## src/rtl/dual_input_debounce_if.sv

```systemverilog
// rtl/dual_input_debounce_if.sv - raw inputs in, debounced levels and edge pulses out
interface dual_input_debounce_if;
    logic raw0;
    logic raw1;
    logic in0;
    logic in1;
    logic rise0;
    logic fall0;
    logic rise1;
    logic fall1;

    modport slave (
        input  raw0, raw1,
        output in0, in1, rise0, fall0, rise1, fall1
    );

    modport master (
        output raw0, raw1,
        input  in0, in1, rise0, fall0, rise1, fall1
    );
endinterface

```

## src/rtl/dual_input_debounce.sv

```systemverilog
// rtl/dual_input_debounce.sv - two independent synchronize-and-debounce channels
// Each channel: SYNC_STAGES flop chain, equality-compared stability counter, 4-state FSM.
module dual_input_debounce #(
    parameter int SYNC_STAGES     = 2,
    parameter int DEBOUNCE_CYCLES = 50000,
    parameter int CNT_W           = 16
) (
    input  logic                  clk,
    input  logic                  rst,
    dual_input_debounce_if.slave  bus
);
    typedef enum logic [1:0] {
        STABLE_LO,
        WAIT_HI,
        STABLE_HI,
        WAIT_LO
    } state_e;

    localparam logic [CNT_W-1:0] CNT_DONE = CNT_W'(DEBOUNCE_CYCLES);
    localparam logic [CNT_W-1:0] CNT_ONE  = CNT_W'(1);

    logic [1:0] raw;
    logic [1:0] lvl;
    logic [1:0] rise;
    logic [1:0] fall;

    assign raw = {bus.raw1, bus.raw0};

    genvar ch;
    generate
        for (ch = 0; ch < 2; ch++) begin : g_ch
            logic [SYNC_STAGES-1:0] sync_q;
            logic                   sync;
            state_e                 state_q, state_d;
            logic [CNT_W-1:0]       cnt_q, cnt_d;
            logic                   lvl_q, lvl_d;
            logic                   rise_q, rise_d;
            logic                   fall_q, fall_d;

            // Plain shift chain: nothing between stages so metastability settles undisturbed.
            always_ff @(posedge clk) begin
                if (rst) begin
                    sync_q <= '0;
                end else begin
                    sync_q <= {sync_q[SYNC_STAGES-2:0], raw[ch]};
                end
            end

            assign sync = sync_q[SYNC_STAGES-1];

            always_ff @(posedge clk) begin
                if (rst) begin
                    state_q <= STABLE_LO;
                    cnt_q   <= '0;
                    lvl_q   <= 1'b0;
                    rise_q  <= 1'b0;
                    fall_q  <= 1'b0;
                end else begin
                    state_q <= state_d;
                    cnt_q   <= cnt_d;
                    lvl_q   <= lvl_d;
                    rise_q  <= rise_d;
                    fall_q  <= fall_d;
                end
            end

            always_comb begin
                state_d = state_q;
                cnt_d   = cnt_q;
                lvl_d   = lvl_q;
                rise_d  = 1'b0;
                fall_d  = 1'b0;
                unique case (state_q)
                    STABLE_LO: begin
                        if (sync) begin
                            state_d = WAIT_HI;
                            cnt_d   = CNT_ONE;
                        end else begin
                            cnt_d   = '0;
                        end
                    end
                    WAIT_HI: begin
                        if (!sync) begin
                            state_d = STABLE_LO;
                            cnt_d   = '0;
                        end else if (cnt_q == CNT_DONE) begin
                            state_d = STABLE_HI;
                            cnt_d   = '0;
                            lvl_d   = 1'b1;
                            rise_d  = 1'b1;
                        end else begin
                            cnt_d   = cnt_q + CNT_ONE;
                        end
                    end
                    STABLE_HI: begin
                        if (!sync) begin
                            state_d = WAIT_LO;
                            cnt_d   = CNT_ONE;
                        end else begin
                            cnt_d   = '0;
                        end
                    end
                    WAIT_LO: begin
                        if (sync) begin
                            state_d = STABLE_HI;
                            cnt_d   = '0;
                        end else if (cnt_q == CNT_DONE) begin
                            state_d = STABLE_LO;
                            cnt_d   = '0;
                            lvl_d   = 1'b0;
                            fall_d  = 1'b1;
                        end else begin
                            cnt_d   = cnt_q + CNT_ONE;
                        end
                    end
                    default: begin
                        state_d = STABLE_LO;
                        cnt_d   = '0;
                    end
                endcase
            end

            assign lvl[ch]  = lvl_q;
            assign rise[ch] = rise_q;
            assign fall[ch] = fall_q;
        end
    endgenerate

    assign bus.in0   = lvl[0];
    assign bus.in1   = lvl[1];
    assign bus.rise0 = rise[0];
    assign bus.fall0 = fall[0];
    assign bus.rise1 = rise[1];
    assign bus.fall1 = fall[1];
endmodule

```

## src/flat_wrapper.sv

```systemverilog
// flat-port wrapper written by rule: the top's interface ports become plain ports
module dual_input_debounce_flat 
#(
    parameter int SYNC_STAGES     = 2,
    parameter int DEBOUNCE_CYCLES = 50000,
    parameter int CNT_W           = 16
)
  (clk, rst, bus_raw0, bus_raw1, bus_in0, bus_in1, bus_rise0, bus_fall0, bus_rise1, bus_fall1);
  dual_input_debounce_if bus_i ();
  input  logic clk;
  input  logic rst;
  input wire logic [$bits(bus_i.raw0)-1:0] bus_raw0;
  input wire logic [$bits(bus_i.raw1)-1:0] bus_raw1;
  output wire logic [$bits(bus_i.in0)-1:0] bus_in0;
  output wire logic [$bits(bus_i.in1)-1:0] bus_in1;
  output wire logic [$bits(bus_i.rise0)-1:0] bus_rise0;
  output wire logic [$bits(bus_i.fall0)-1:0] bus_fall0;
  output wire logic [$bits(bus_i.rise1)-1:0] bus_rise1;
  output wire logic [$bits(bus_i.fall1)-1:0] bus_fall1;
  assign bus_i.raw0 = bus_raw0;
  assign bus_i.raw1 = bus_raw1;
  assign bus_in0 = bus_i.in0;
  assign bus_in1 = bus_i.in1;
  assign bus_rise0 = bus_i.rise0;
  assign bus_fall0 = bus_i.fall0;
  assign bus_rise1 = bus_i.rise1;
  assign bus_fall1 = bus_i.fall1;
  dual_input_debounce #(.SYNC_STAGES(SYNC_STAGES), .DEBOUNCE_CYCLES(DEBOUNCE_CYCLES), .CNT_W(CNT_W)) u_core (.clk(clk), .rst(rst), .bus(bus_i));
endmodule
```

## config.mk

```make
export PLATFORM = sky130hd
export DESIGN_NAME = dual_input_debounce_flat
export DESIGN_NICKNAME = d
export VERILOG_FILES = /design/src/rtl/dual_input_debounce_if.sv /design/src/rtl/dual_input_debounce.sv /design/src/flat_wrapper.sv
export SDC_FILE = /design/constraint.sdc
export NUM_CORES = 1
export LEC_CHECK = 0
export ABC_AREA = 0
export CORE_MARGIN = 8
export CORE_UTILIZATION = 46
export CTS_BUF_LIST = sky130_fd_sc_hd__clkbuf_16
export DETAILED_ROUTE_END_ITERATION = 12
export PLACE_DENSITY = 0.73
export SYNTH_ARGS = -nofsm -noshare
export SYNTH_HDL_FRONTEND = slang
export SYNTH_SLANG_ARGS = --single-unit
```

## constraint.sdc

```tcl
create_clock -name clk -period 1.8 [get_ports clk]
set_input_delay 0.27 -clock clk [delete_from_list [all_inputs] [get_ports clk]]
set_output_delay 0.27 -clock clk [all_outputs]
set_load 0.03 [all_outputs]
```

==> run metrics <==
pwr/cell area=around 840 mW/mm²; DRT Pass-1 Iters=4; Starting Density=roughly 47%; Cell variety after synth=39; DR WL/cell=13.0 µm; share of cells above drive strength 1=between 10% and 20%; Mapped Nets=~230; post-placement cell count=about 300; initial antenna violation count=0; Die Y=82.3 µm; critical path peak fanout=3; # diodes=0; final cell count without fillers=303; vias post-DR=roughly 1.6k; Multi-input gate area=between 0.001 and 0.0015 mm²; PnR worst setup slack=-0.0591 ns; Design Area, Final=0.00248 mm²; CTS sink count=46; number of max-cap violations=0; worst slack, placed=-0.0356 ns; Layout area overhead=22.8%; DR DRC count=0; Critical Path Start Type=register; cell at the slowest stage of the critical path=or4b_4; DRT Wirelength=just under 4000 µm; Placed Area=0.00229 mm²; TritonCTS buffer count=5; failing checks=negative setup slack; final setup fails=1; Fmax=about 540 MHz; Detail Route Antenna Nets=0; Leak=between 0.0008 and 0.0009 µW; Reg clk slew, reported paths=about 0.06 ns; Syn Inst Count=around 220; CTS Buffer Depth=2; core area=between 0.004 and 0.005 mm²; Worst EP arrival=just over 2 ns; Mapped Area=around 0.002 mm²; Final Max Tran Viols=0; worst-case vdd ir drop=about 630 µV; final hold vios=0; status=finished with violations; Die W=about 82 µm; Iteration-0 DRC Markers=84; CP cell instances=or4b_4 -> or4_4 -> nor3b_4 -> a21boi_1; Synth Flop Type=dfxtp_1; clock tree from TritonCTS=done; CP Class=reg2reg; Crit. End Element=register; worst min-delay path category=reg2reg; actual slew at the worst max-slew pin=between 0.3 and 0.4 ns; # IOs=10; final period utilization=103%; Syn Area/Cell=9.07 µm²; hold depth=1; sequential cell area=922 µm²; Clock Tree Root=clkbuf_16; Clock Latency Late Sink=0.28 ns; Period minus WS final=1.86 ns; RSZ-0062 raised after global routing=yes; R2R cell count=4; fin nets=258; DR vias/cell=around 5.3; Synth Register Bits=46; GRT Resource Usage Total=12.3%; Critical Path RT=1.97 ns; crit-path max cell delay=about 0.57 ns; port bufs=9; first-pass GRT wire length=6560 µm; sequential share of the synthesized area=about 46%; Routability Congestion=roughly 0.86; total gr overflow=0; vias in the first global route=1531; largest net degree at the start of global routing=16; total power=between 2000 and 2500 µW; Ys Warns=0; clk_skew=0.00449 ns; fillcell total=about 370; DIE AREA=between 0.006 and 0.007 mm²; H-Tree Depth=2; fraction of registers with async set/reset=0%; FP Rows=24; dpl hpwl=2650 µm; slew margin rel.=75.2%; EDFF count, synth=0
## layout make-up
class | instances | area share [%]
Clock inverter | 3 | 1.61
Tap cell | 52 | 2.62
Timing Repair Buffer | 26 | 9.26
Clock buffer | 5 | 5.04
Sequential cell | 46 | 37.1
Inverter | 11 | 1.66
Multi-Input combinational cell | 160 | 42.7
## worst max-delay path: cells and delay by family (launching register included)
kind / cells / cell delay, ns
AOI/OAI and AO/OA: 1 / 0.13
DFF: 1 / 0.33
and+or+nand+nor: 3 / 1.28
## path summary, 6_finish.rpt
kind | start | to | slack, ns
worst max-delay path | u_core.g_ch[1].cnt_q[10] | u_core.g_ch[1].cnt_q[0] | -0.06
worst min-delay path | u_core.g_ch[0].sync_q[0] | u_core.g_ch[0].sync_q[1] | 0.44
worst max register to register | u_core.g_ch[1].cnt_q[10] | u_core.g_ch[1].cnt_q[0] | -0.06
worst min register to register | u_core.g_ch[0].sync_q[0] | u_core.g_ch[0].sync_q[1] | 0.44
## synth_stat cells, drive strengths merged (4+ instances only)
master  number  share of area [%]
dfxtp       46                 46
nor2        34                6.3
xnor2       16                6.9
nand3       12                3.0
nand4       12                3.7
inv         11                2.0
xor2        11                4.8
nand2        9                1.7
nor3         6                1.5
nor4         6                2.2
nor4bb       6                3.0
nor2b        5                1.5
a21oi        4               0.99
and3         4                1.2
ha           4                2.5
o21ai        4               0.99
## state kept, by name, indices dropped and copies added (netlist names), named ones only
name	count
u_core.bus.in0	1
u_core.g_ch.sync_q	4
u_core.bus.in1	1
u_core.g_ch.state_q	2
u_core.bus.rise0	1
u_core.bus.rise1	1
u_core.bus.fall1	1
u_core.bus.fall0	1
u_core.g_ch.cnt_q	32
## where the power goes
| group | switching, µW | total [µW] | internal (µW) |
|---|---|---|---|
| registers | 6.16 | 1030 | 1030 |
| clock network | 370 | 1020 | 649 |
| logic | 19.2 | 39.4 | 20.2 |
| total | 396 | 2090 | 1700 |
## stage by stage
step / hold WS (ns) / utilization [%] / setup TNS (ns)
after floorplan: 0.398 / - / 0
after global placement: 0.426 / 53.3 / 0
after detailed placement: 0.430 / 53.3 / -0.0356
after CTS: 0.445 / 57.5 / -0.0285
after global routing: 0.462 / 57.9 / -0.156
final: 0.443 / 57.9 / -0.0591
## kinds of logic (layout without fill, tap and decap cells)
kind of cell             count (synthesis)  in the layout  synth area share (%)
XOR/XNOR                                27             27                  11.7
AND/OR/NAND/NOR                        116            116                  32.9
flip-flops                              46             46                  45.5
multiplexers                             1              1                 0.495
buffers and inverters                   17             45                  3.46
AO/OA/AOI/OAI                           12             12                  3.46
adder cells (fa/ha/maj)                  4              4                  2.47
## metal layers
| metal | GRT usage, % | vias to the layer above | wire length [µm] |
|---|---|---|---|
| met4 | 5.26 | 0 | 51 |
| met1 | 14.3 | 744 | 1860 |
| met5 | 0 | - | 0 |
| met3 | 4.22 | 6 | 109 |
| li1 | - | 828 | - |
| met2 | 20.0 | 15 | 1900 |
## what timing repair did
action	CTS	global route
setup endpoints to repair	1	4
setup buffers	0	0
resized for setup	3	3
hold buffers	0	0
pin swaps	2	3
## cell usage in the layout (no fill, tap or decap), types with 5 or more instances in the layout
master / instances
inv_1: 11
nor4_1: 5
nand3_1: 12
nor3_1: 6
xor2_1: 11
nor4bb_1: 6
buf_4: 16
xnor2_1: 16
nand4_1: 12
nor2b_1: 5
clkbuf_16: 5
nor2_1: 34
dfxtp_1: 45
nand2_1: 9
clkdlybuf4s50_1: 9
(Power assumes the default switching activity.)
